[src/rtl/overture_pkg.sv]
// overture_pkg: shared types and constants for the Overture sequencer
package overture_pkg;
  typedef enum logic [1:0] {IMM, CALC, COPY, COND} mode_t;
  typedef enum logic [1:0] {FETCH, EXEC, WAIT_IN, WAIT_OUT} ctrl_state_t;
  localparam logic [2:0] OP_OR   = 3'd0;
  localparam logic [2:0] OP_NAND = 3'd1;
  localparam logic [2:0] OP_NOR  = 3'd2;
  localparam logic [2:0] OP_AND  = 3'd3;
  localparam logic [2:0] OP_ADD  = 3'd4;
  localparam logic [2:0] OP_SUB  = 3'd5;
  localparam logic [2:0] CC_NEVER = 3'd0;
  localparam logic [2:0] CC_EQZ   = 3'd1;
  localparam logic [2:0] CC_LTZ   = 3'd2;
  localparam logic [2:0] CC_LEZ   = 3'd3;
  localparam logic [2:0] CC_ALWAYS = 3'd4;
  localparam logic [2:0] CC_NEZ   = 3'd5;
  localparam logic [2:0] CC_GEZ   = 3'd6;
  localparam logic [2:0] CC_GTZ   = 3'd7;
  localparam logic [2:0] REG_IO   = 3'd6;
  localparam logic [2:0] REG_NULL = 3'd7;
endpackage

[src/rtl/overture_cond_eval.sv]
// overture_cond_eval: signed test of a value against a 3-bit condition code
module overture_cond_eval
  import overture_pkg::*;
(
  input  logic [7:0] value_i,
  input  logic [2:0] code_i,
  output logic       taken_o
);
  logic z, n;
  // zero/negative flags selected by the condition code
  always_comb begin
    z = value_i == 8'd0;
    n = value_i[7];
    taken_o = code_i == CC_NEVER  ? 1'b0 :
              code_i == CC_EQZ    ? z :
              code_i == CC_LTZ    ? n :
              code_i == CC_LEZ    ? (n | z) :
              code_i == CC_ALWAYS ? 1'b1 :
              code_i == CC_NEZ    ? !z :
              code_i == CC_GEZ    ? !n : !(n | z);
  end
endmodule

[src/rtl/overture_ctrl.sv]
// overture_ctrl: Overture CPU instruction sequencer; conditional jumps enabled by OVERTURE_COND_EN
module overture_ctrl
  import overture_pkg::*;
#(
  parameter int DATA_W = 8
) (
  input  logic              clk,
  input  logic              rst,
  output logic [DATA_W-1:0] pc,
  output logic              instr_req,
  input  logic              instr_valid,
  input  logic [DATA_W-1:0] instr_data,
  output logic [DATA_W-1:0] alu_op,
  output logic [DATA_W-1:0] alu_a,
  output logic [DATA_W-1:0] alu_b,
  input  logic [DATA_W-1:0] alu_result,
  input  logic              in_valid,
  input  logic [DATA_W-1:0] in_data,
  output logic              in_ready,
  output logic              out_valid,
  output logic [DATA_W-1:0] out_data,
  input  logic              out_ready
);
  ctrl_state_t       state_q;
  logic [DATA_W-1:0] pc_q, instr_q, out_data_q, pc_inc;
  logic [DATA_W-1:0] regs_q [8];
  logic              out_valid_q, taken;
  mode_t             mode;
  logic [2:0]        src, dst;
`ifdef OVERTURE_COND_EN
  overture_cond_eval u_cond (.value_i(regs_q[3]), .code_i(instr_q[2:0]), .taken_o(taken));
`else
  assign taken = 1'b0;
`endif
  // decode fields and drive the ALU / port handshakes
  always_comb begin
    mode      = mode_t'(instr_q[7:6]);
    src       = instr_q[5:3];
    dst       = instr_q[2:0];
    pc_inc    = pc_q + 1'b1;
    pc        = pc_q;
    instr_req = state_q == FETCH;
    alu_op    = (state_q == EXEC && mode == CALC) ? {5'b0, instr_q[2:0]} : '0;
    alu_a     = regs_q[1];
    alu_b     = regs_q[2];
    in_ready  = state_q == WAIT_IN && in_valid;
    out_valid = out_valid_q;
    out_data  = out_data_q;
  end
  // sequencer FSM; entries 6 and 7 of regs_q are never written and read as 0
  always_ff @(posedge clk or negedge rst) begin
    if (!rst) begin
      state_q     <= FETCH;
      pc_q        <= '0;
      instr_q     <= '0;
      out_valid_q <= 1'b0;
      out_data_q  <= '0;
      for (int i = 0; i < 8; i++) regs_q[i] <= '0;
    end else begin
      case (state_q)
        FETCH: if (instr_valid) begin
          instr_q <= instr_data;
          state_q <= EXEC;
        end
        EXEC: begin
          state_q <= FETCH;
          pc_q    <= pc_inc;
          case (mode)
            IMM:  regs_q[0] <= {2'b00, instr_q[5:0]};
            CALC: regs_q[3] <= alu_result;
            COND: pc_q <= taken ? regs_q[0] : pc_inc;
            COPY: if (src == REG_IO) begin
              pc_q    <= pc_q;
              state_q <= WAIT_IN;
            end else if (dst == REG_IO) begin
              pc_q        <= pc_q;
              out_data_q  <= regs_q[src];
              out_valid_q <= 1'b1;
              state_q     <= WAIT_OUT;
            end else if (dst < REG_IO) regs_q[dst] <= regs_q[src];
          endcase
        end
        WAIT_IN: if (in_valid) begin
          if (dst == REG_IO) begin
            out_data_q  <= in_data;
            out_valid_q <= 1'b1;
            state_q     <= WAIT_OUT;
          end else begin
            if (dst != REG_NULL) regs_q[dst] <= in_data;
            pc_q    <= pc_inc;
            state_q <= FETCH;
          end
        end
        WAIT_OUT: if (out_ready) begin
          out_valid_q <= 1'b0;
          pc_q        <= pc_inc;
          state_q     <= FETCH;
        end
      endcase
    end
  end
endmodule
[config.mk]
export PLATFORM = sky130hd
export DESIGN_NAME = overture_ctrl
export DESIGN_NICKNAME = d
export VERILOG_FILES = /design/src/rtl/overture_pkg.sv /design/src/rtl/overture_cond_eval.sv /design/src/rtl/overture_ctrl.sv
export SDC_FILE = /design/constraint.sdc
export NUM_CORES = 1
export LEC_CHECK = 0
export ABC_AREA = 1
export BUFFER_PORTS_ARGS = -buffer_cell sky130_fd_sc_hd__buf_4
export CAP_MARGIN = 0
export CELL_PAD_IN_SITES_DETAIL_PLACEMENT = 2
export CELL_PAD_IN_SITES_GLOBAL_PLACEMENT = 2
export CORE_UTILIZATION = 33
export DETAILED_ROUTE_END_ITERATION = 7
export PLACE_DENSITY_LB_ADDON = 0.1
export SKIP_LAST_GASP = 1
export SLEW_MARGIN = 30
export SYNTH_ARGS = -nofsm -noshare
export SYNTH_HDL_FRONTEND = slang
export SYNTH_SLANG_ARGS = --single-unit
[constraint.sdc]
create_clock -name clk -period 2.3 [get_ports clk]
set_clock_uncertainty 0.2 [all_clocks]
set_input_delay 0.46 -clock clk [delete_from_list [all_inputs] [get_ports clk]]
set_output_delay 0.46 -clock clk [all_outputs]
set_load 0.02 [all_outputs]
==> impl_metrics.tcl, run 1 <==
set metrics [dict create \
    timing.hold.ws_ns 0.1712 \
    cp.arrival_ns 1.61 \
    drt-total-wl_mm 18.79 \
    crit_slowest_cell "dfrtp_1" \
    vdd.ir_drop.worst_uv 541.9 \
    cap_violations 0 \
    grt_start_max_net_pins 47 \
    final_cells 942 \
    grt_pass1_vias 5367 \
    grt_pass1_wl_mm 30.05 \
    status "complete, but fails checks" \
    drc 5 \
    place_inst 924 \
    numCtsBuffers 9 \
    mostFrequentLayoutCell "nand2_1" \
    tightestPinTransition_ns 0.5456 \
    power_density_nw_per_um2 1652 \
    ys_seq_area_share_pct 45.23 \
    grt_overflow 0 \
    io_buffer_count 66 \
    netlist_area_um2 5035 \
    setup-violations-final 0 \
    antenna_cells 0 \
    min_period_ns 2.273 \
    violations "DRC" \
    ys_ff_latch 91 \
    antenna_found_initial 0 \
    hpwl_mm 14.17 \
    final_cell_mix "nand2_1, nor2_1, dfrtp_1" \
    clkSlewWorstSetupHoldPaths_ns 0.06 \
    die_w_um 125.5 \
    required_ns 1.64 \
    rows 44 \
    reg2reg_slack_ns 0.08 \
    cts_tree "done" \
    vias_per_cell 5.218 \
    ys_top_cells_by_area "dfrtp_1, nand2_1, nor2_1" \
    endpoint_kind "primary output" \
    io_pins 72 \
    dieArea_um2 15760 \
    relSlewSlack_pct 63.49 \
    report.final.hold_viol_count 0 \
    grt_use_total_pct 25.22 \
    fin_nets 790 \
    rsz0062_at_grt "true" \
    start_kind "flop" \
    synthCells 695 \
    core_area_um2 14700 \
    holdCritPathClass "input port to flop" \
    chipHeight_um 125.5 \
    slew_violations 0 \
    holdCritStartpoint "instr_data[1]" \
    ant_nets 0 \
    synth_top_area_share_pct 45.23 \
    r2r-start "state_q[0]$_DFFE_PN0P_" \
    area_growth_pct 19.71 \
    fmax_mhz 440.0 \
    post-route-period-util_pct 98.81 \
    vias 4915 \
    syn_avg_cell_area_um2 7.244 \
    start_util_pct 34.25 \
    final_layout_size_suffix_gt1_share_pct 18.73 \
    crit_path_max_incr_delay_ns 0.41 \
    detail_route.iter0.violations 194 \
    place_congestion 0.8396 \
    synth.distinct_cells 32 \
    clk_latency_ns 0.35 \
    first_pass_iters 6 \
    crit_chain "inv_1, ha_1, buf_4, nand2_1, inv_1, buf_4" \
    clock-sinks 91 \
    cts_buffer_depth 2 \
    p_leak_nw 3.108 \
    synth_top_cell_by_area "dfrtp_1" \
    crit_start "state_q[0]$_DFFE_PN0P_" \
    cts.htree.levels 3 \
    timing_worst_setup_path_type "flop to primary output" \
    crit_fanout 13 \
    cts-root-buf "clkbuf_16" \
    yosys_warnings 0 \
    wl_per_cell_um 19.95 \
]
-- logic make-up (layout without fill, tap and decap cells) --
kind of cell,count (synthesis),after routing,synth area share [%]
AND/OR/NAND/NOR,404,404,33.72
buffers and inverters,98,157,9.269
AO/OA/AOI/OAI,95,95,10.21
flip-flops,91,91,45.23
adder cells (fa/ha/maj),6,6,1.491
other,1,5,0.07448
-- per-stage QoR --
step                      util (%)  total power (W)  TNS [ns]  setup WS [ns]  cell area, um2
after global placement       38.40         0.008187  -0.06621       -0.02708            5644
after detailed placement     38.40         0.008397   -0.3683       -0.05734            5644
after CTS                    40.52         0.009950         0       0.006466            5956
after floorplan                  -         0.006373         0         0.4297            5050
after global routing         41.00          0.01072    -1.448       -0.07741            6027
final                        41.00         0.009958         0        0.02743            6027
-- state kept, by name, indices dropped and copies added (netlist names) --
register and flops:
regs_q 48, out_data 8, instr_q 8, alu_a 8, state_q 2, out_valid 1
pc 8, alu_b 8
-- final cells by class --
cell class                      count  area [um2]
Clock buffer                       12       246.5
Sequential cell                    91        2277
Multi-Input combinational cell    510        2372
Fill cell                        1761        8672
Clock inverter                      2       13.76
Timing Repair Buffer               83       641.9
Tap cell                          184       230.2
Inverter                           60       245.2
-- cells in the mapped netlist, drive strengths merged --
| library cell | n |
|---|---|
| ha | 6 |
| clkinv | 2 |
| clkbuf | 4 |
| o211ai | 8 |
| o22ai | 6 |
| a22oi | 1 |
| conb | 1 |
| or3b | 1 |
| a21oi | 27 |
| buf | 34 |
| nand4 | 14 |
| nor2 | 110 |
| inv | 58 |
| or2 | 1 |
| nand3 | 38 |
| o21ai | 50 |
| and3 | 1 |
| nand2 | 232 |
| nor3 | 5 |
| nor4 | 2 |
| a31oi | 2 |
| a21boi | 1 |
| dfrtp | 91 |
-- what timing repair did --
action                                 CTS  global route
setup endpoints to repair               21            77
buffers inserted                         3             0
resized for setup                        5            21
cloned                                   0             0
endpoints found under the hold margin   24             0
pin swaps                                2             0
hold buffers                             1             0
-- power by group --
group	total, W	internal [W]	switching (W)
registers	0.00287	0.00234	0.000532
logic	0.00570	0.00176	0.00394
clock network	0.00139	0.000752	0.000635
total	0.00996	0.00485	0.00510
-- worst paths after layout --
path | endpoint | cells after the start
min in group asynchronous | state_q[1]$_DFFE_PN0P_ | 2
setup reg to reg | regs_q[14]$_DFFE_PN0P_ | 13
hold / removal | instr_q[1]$_DFFE_PN0P_ | 3
setup / recovery | in_ready | 6
hold reg to reg | regs_q[13]$_DFFE_PN0P_ | 2
max in group asynchronous | regs_q[3]$_DFFE_PN0P_ | 3
-- per-layer routing --
layer  routed length (um)  vias up  global-route usage [%]
met1                 8584     2490                   33.13
met4                  588        0                   10.19
li1                     -     2316                       -
met2                 9093       77                   42.19
met3                  526       32                   2.995
met5                    0        -                       0
-- worst max-delay path, delay by kind of cell, from the launching register on --
family                   cells  cell delay, ns
buffers and inverters        4            0.55
flip-flops                   1            0.41
adder cells (fa/ha/maj)      1            0.22
AND/OR/NAND/NOR              1            0.08
Note: power is estimated with default switching activity, not from simulation.
==> inputs of run 2 (changes only) <==
--- a/config.mk
+++ b/config.mk
@@ -10,6 +10,7 @@
 export CAP_MARGIN = 0
 export CELL_PAD_IN_SITES_DETAIL_PLACEMENT = 2
 export CELL_PAD_IN_SITES_GLOBAL_PLACEMENT = 2
+export CORE_ASPECT_RATIO = 1.2
 export CORE_UTILIZATION = 33
 export DETAILED_ROUTE_END_ITERATION = 7
 export PLACE_DENSITY_LB_ADDON = 0.1
==> run 2 against run 1 <==
Against the previous run: the run now ends clean; first-iteration DRC count grew 27%; largest cell class unchanged; global-route usage grew 0.97 points; combinational power grew 2%.
==> impl_metrics.tcl, run 2 (synthesized netlist as in run 1, its figures left out) <==
set metrics [dict create \
    grt_start_max_net_pins 41 \
    final_layout_size_suffix_gt1_share_pct 19.43 \
    p_switching_w 0.005199 \
    required_ns 1.64 \
    dieArea_um2 15760 \
    clk_latency_ns 0.36 \
    timing.hold.ws_ns 0.1548 \
    grt_use_total_pct 26.19 \
    clock-sinks 91 \
    die_w_um 114.8 \
    tightestPinTransition_ns 0.5562 \
    vdd.ir_drop.worst_uv 623.6 \
    top_layer "met4" \
    setup-violations-final 0 \
    ant_nets 0 \
    clkSlewWorstSetupHoldPaths_ns 0.06 \
    swShare_pct 50.51 \
    combPwrFrac_pct 56.8 \
    first_pass_iters 4 \
    rsz0062_at_grt "true" \
    drc 0 \
    timing_worst_setup_path_type "flop to primary output" \
    area_growth_pct 22.12 \
    rows 49 \
    cts.htree.levels 3 \
    grt_overflow 0 \
    power.share.clock_pct 15.3 \
    antenna_cells 0 \
    report.final.hold_viol_count 0 \
    grt_pass1_wl_mm 30.72 \
    crit_fanout 5 \
    hpwl_mm 14.76 \
    internal_power_w 0.005094 \
    dr_wl_met3_um 577 \
    chipHeight_um 137.3 \
    holdCritPathClass "input port to flop" \
    numCtsBuffers 9 \
    start_util_pct 33.66 \
    core_area_um2 14960 \
    io_buffer_count 66 \
    grt_pass1_vias 5559 \
    final_cell_mix "nand2_1, nor2_1, dfrtp_1" \
    antenna_found_initial 0 \
    status "complete, no violations" \
    fmax_mhz 451.6 \
    cap_violations 0 \
    p_leak_nw 3.157 \
    relSlewSlack_pct 62.83 \
    top_register "regs_q" \
    seq_power_share_pct 27.9 \
    post-route-period-util_pct 96.27 \
    fin_nets 798 \
    final.fill_count 1798 \
    cts-root-buf "clkbuf_16" \
    mostFrequentLayoutCell "nand2_1" \
    detail_route.iter0.violations 247 \
    start_kind "flop" \
    vias_per_cell 5.127 \
    power.total_w 0.01029 \
    drt-total-wl_mm 19.41 \
    place_congestion 0.8426 \
    cts_buffer_depth 2 \
    power_density_nw_per_um2 1674 \
    io_pins 72 \
    wl_met1_mm 8.148 \
    slew_violations 0 \
    largest_reg_flops 48 \
    cts_tree "done" \
    cp.arrival_ns 1.55 \
    min_period_ns 2.214 \
    detailroute.wirelength.met2_mm 9.891 \
    endpoint_kind "primary output" \
    vias 4978 \
    wl_per_cell_um 19.99 \
]
[run 2: power by group through the flow]
stage	Clock, W	Sequential [W]	Combinational, W
after floorplan	0	0.00287	0.00351
after global placement	0	0.00286	0.00547
after detailed placement	0	0.00290	0.00568
after CTS	0.00160	0.00288	0.00576
after global routing	0.00165	0.00296	0.00643
final	0.00158	0.00288	0.00584
[run 2: metrics by stage]
step	TNS [ns]	util (%)	setup slack (ns)	std cells	cell area [um2]
2_1_floorplan	0	-	0.4297	699	5050
3_3_place_gp	-0.006233	38.35	-0.006233	953	5737
3_5_place_dp	-0.2847	38.35	-0.06685	953	5737
4_1_cts	0	40.52	0.03512	970	6062
5_1_grt	-0.1048	41.10	-0.02280	971	6148
6_report	0	41.10	0.08571	971	6148
[run 2: routing by layer]
layer	GRT usage, %	vias to the layer above
li1	-	2329
met3	3.872	43
met2	46.60	100
met5	0	-
met1	30.80	2506
met4	12.70	0
[run 2: path summary, 6_finish.rpt]
| kind | slack, ns | start | depth (start not counted) | endpoint |
|---|---|---|---|---|
| worst min register to register | 0.28 | regs_q[18]$_DFFE_PN0P_ | 2 | regs_q[18]$_DFFE_PN0P_ |
| max in group asynchronous | 0.95 | rst | 3 | regs_q[0]$_DFFE_PN0P_ |
| min in group asynchronous | 0.35 | rst | 2 | alu_b[7]$_DFFE_PN0P_ |
| worst max-delay path | 0.09 | state_q[1]$_DFFE_PN0P_ | 5 | alu_op[0] |
| worst max register to register | 0.13 | state_q[0]$_DFFE_PN0P_ | 10 | regs_q[36]$_DFFE_PN0P_ |
| worst min-delay path | 0.15 | instr_data[7] | 3 | instr_q[7]$_DFFE_PN0P_ |
[run 2: repair_timing]
action	in CTS	in global routing
endpoints found under the setup margin	13	68
resized for setup	2	22
setup buffers	1	1
hold buffers	1	0
pin swaps	1	0
endpoints found under the hold margin	21	0
[run 2: final cells by class]
class / count / area [um2] / area share [%]
clock buffers: 12 / 256.5 / 4.172
flip-flops and latches: 91 / 2277 / 37.04
inverters: 60 / 247.7 / 4.029
repair buffers: 91 / 701.9 / 11.42
well taps: 204 / 255.2 / 4.151
clock inverters: 3 / 46.29 / 0.7530
multi-input cells: 510 / 2364 / 38.44
[run 2: worst max-delay path, cell delays in order (launching register included)]
cell and delay, ns:
dfrtp_1 0.40, inv_1 0.13, ha_2 0.27, nand3_1 0.13, nor2_1 0.11, buf_4 0.15
==> inputs of run 3 (changes only) <==
--- a/config.mk
+++ b/config.mk
@@ -13,6 +13,7 @@
 export CORE_ASPECT_RATIO = 1.2
 export CORE_UTILIZATION = 33
 export DETAILED_ROUTE_END_ITERATION = 7
+export MAX_ROUTING_LAYER = met4
 export PLACE_DENSITY_LB_ADDON = 0.1
 export SKIP_LAST_GASP = 1
 export SLEW_MARGIN = 30
==> run 3 against run 2 <==
Against the previous run: sequential share of layout area barely moved; non-clock buffer count rose by 1; utilization up 0.050 points; critical path depth unchanged; maximum frequency shrank 0.38%; sequential cell count did not move; critical endpoint is now alu_op[2]; largest cell class unchanged.
==> impl_metrics.tcl, run 3 (synthesized netlist as in run 1, its figures left out) <==
set metrics [dict create \
    worst_slack_ns 0.07723 \
    swShare_pct 50.54 \
    start_util_pct 33.66 \
    grt_pass1_vias 5559 \
    area_growth_pct 22.27 \
    hold_depth 3 \
    crit_fanout 5 \
    reg2reg_slack_ns 0.13 \
    cts.htree.levels 3 \
    design_area_um2 6156 \
    setup-violations-final 0 \
    report.final.hold_viol_count 0 \
    io_pins 72 \
    fmax_mhz 449.9 \
    holdCritPathClass "input port to flop" \
    post-route-period-util_pct 96.64 \
    ant_nets 0 \
    chipHeight_um 137.3 \
    die_w_um 114.8 \
    internal_power_w 0.005096 \
    slew_violations 0 \
    min_period_ns 2.223 \
    relSlewSlack_pct 62.26 \
    required_ns 1.64 \
    fin_nets 799 \
    combPwrFrac_pct 56.8 \
    largest_reg_flops 48 \
    clock-sinks 91 \
    place_congestion 0.8557 \
    top_register "regs_q" \
    hpwl_mm 14.76 \
    grt_start_max_net_pins 41 \
    drc 0 \
    cp_num_cells 5 \
    rows 49 \
    reg2reg_depth 13 \
    final.fill_count 1799 \
    p_leak_nw 3.161 \
    start_kind "flop" \
    drt-total-wl_mm 19.53 \
    numCtsBuffers 9 \
    core_area_um2 14960 \
    seqCellArea_um2 2277 \
    timing_worst_setup_path_type "flop to primary output" \
    cpLargestDelayFamily "flip-flops" \
    first_pass_iters 4 \
    vias 5019 \
    seq_power_share_pct 28.0 \
    final_layout_size_suffix_gt1_share_pct 19.53 \
    cts_buffer_depth 2 \
    antenna_found_initial 0 \
    vias_per_cell 5.164 \
    cts-root-buf "clkbuf_16" \
    wl_per_cell_um 20.10 \
    grt_overflow 0 \
    power.share.clock_pct 15.2 \
    io_buffer_count 66 \
    grt_use_total_pct 26.94 \
    crit_path_max_incr_delay_ns 0.40 \
    tightestPinTransition_ns 0.5648 \
    crit_chain "inv_1, ha_2, nand3_1, nor2_1, buf_4" \
    mostFrequentLayoutCell "nand2_1" \
    cap_violations 0 \
    detail_route.iter0.violations 228 \
    dieArea_um2 15760 \
    cp.arrival_ns 1.56 \
    clkSlewWorstSetupHoldPaths_ns 0.07 \
    multi_input_area_um2 2364 \
    dpl_worst_slack_ns -0.06685 \
    grt_pass1_wl_mm 30.68 \
    clk_latency_ns 0.35 \
    path_buf_inv 2 \
    final.setup.tns_ns 0 \
    final_cell_mix "nand2_1, nor2_1, dfrtp_1" \
    endpoint_kind "primary output" \
    vdd.ir_drop.worst_uv 623.0 \
    cts_tree "done" \
    rsz0062_at_grt "true" \
    p_switching_w 0.005208 \
    antenna_cells 0 \
    power_density_nw_per_um2 1674 \
    status "complete, no violations" \
    place_area_um2 5737 \
    crit_slowest_cell "dfrtp_1" \
]
## run 3: cell types whose count changed in the layout (fill, tap and decap cells not counted), sizes merged
cell and delta:
buf +1
## run 3: final timing paths
kind | startpoint | endpoint
worst max register to register | state_q[0]$_DFFE_PN0P_ | regs_q[23]$_DFFE_PN0P_
worst min-delay path | instr_data[3] | instr_q[3]$_DFFE_PN0P_
worst min register to register | regs_q[18]$_DFFE_PN0P_ | regs_q[18]$_DFFE_PN0P_
min in group asynchronous | rst | alu_b[7]$_DFFE_PN0P_
worst max-delay path | state_q[1]$_DFFE_PN0P_ | alu_op[2]
max in group asynchronous | rst | regs_q[0]$_DFFE_PN0P_
## run 3: per-layer routing
| layer | global-route usage, % | share of wire, % | up-vias |
|---|---|---|---|
| met3 | 3.740 | 3.5 | 47 |
| met2 | 46.53 | 51 | 119 |
| met1 | 30.88 | 41 | 2522 |
| met4 | 12.70 | 4.3 | 0 |
| met5 | - | 0 | - |
| li1 | - | - | 2331 |
## run 3: per-stage QoR
stage / total power (W) / hold WS, ns / utilization [%] / instances
finish: 0.01030 / 0.1589 / 41.15 / 972
global route: 0.01104 / 0.1774 / 41.15 / 972
CTS: 0.01024 / 0.1574 / 40.52 / 970
detailed placement: 0.008579 / 0.1905 / 38.35 / 953
global placement: 0.008326 / 0.1896 / 38.35 / 953
floorplan: 0.006373 / -0.03559 / - / 699
## run 3: layout make-up
cell class	instances	area share (%)
Clock buffer	12	4.167
Clock inverter	3	0.7520
Inverter	60	4.024
Multi-Input combinational cell	510	38.39
Sequential cell	91	36.99
Tap cell	204	4.146
Timing Repair Buffer	92	11.52
## run 3: power groups by stage
stage | registers (W) | clock network, W | logic (W)
3_3_place_gp | 0.00286 | 0 | 0.00547
5_1_grt | 0.00296 | 0.00165 | 0.00643
2_1_floorplan | 0.00287 | 0 | 0.00351
6_report | 0.00288 | 0.00157 | 0.00585
4_1_cts | 0.00288 | 0.00160 | 0.00576
3_5_place_dp | 0.00290 | 0 | 0.00568
## run 3: timing repair
item,CTS,global route
hold buffers,1,0
setup endpoints to repair,13,68
gates resized for setup,2,22
setup buffers,1,2
pin swaps,1,0
hold endpoints to repair,21,0
## run 3: tightest hold or removal path, delay by kind of cell
family                 cells  cell delay, ns
AOI/OAI and AO/OA          1            0.10
and+or+nand+nor            1            0.03
buffers and inverters      1            0.08
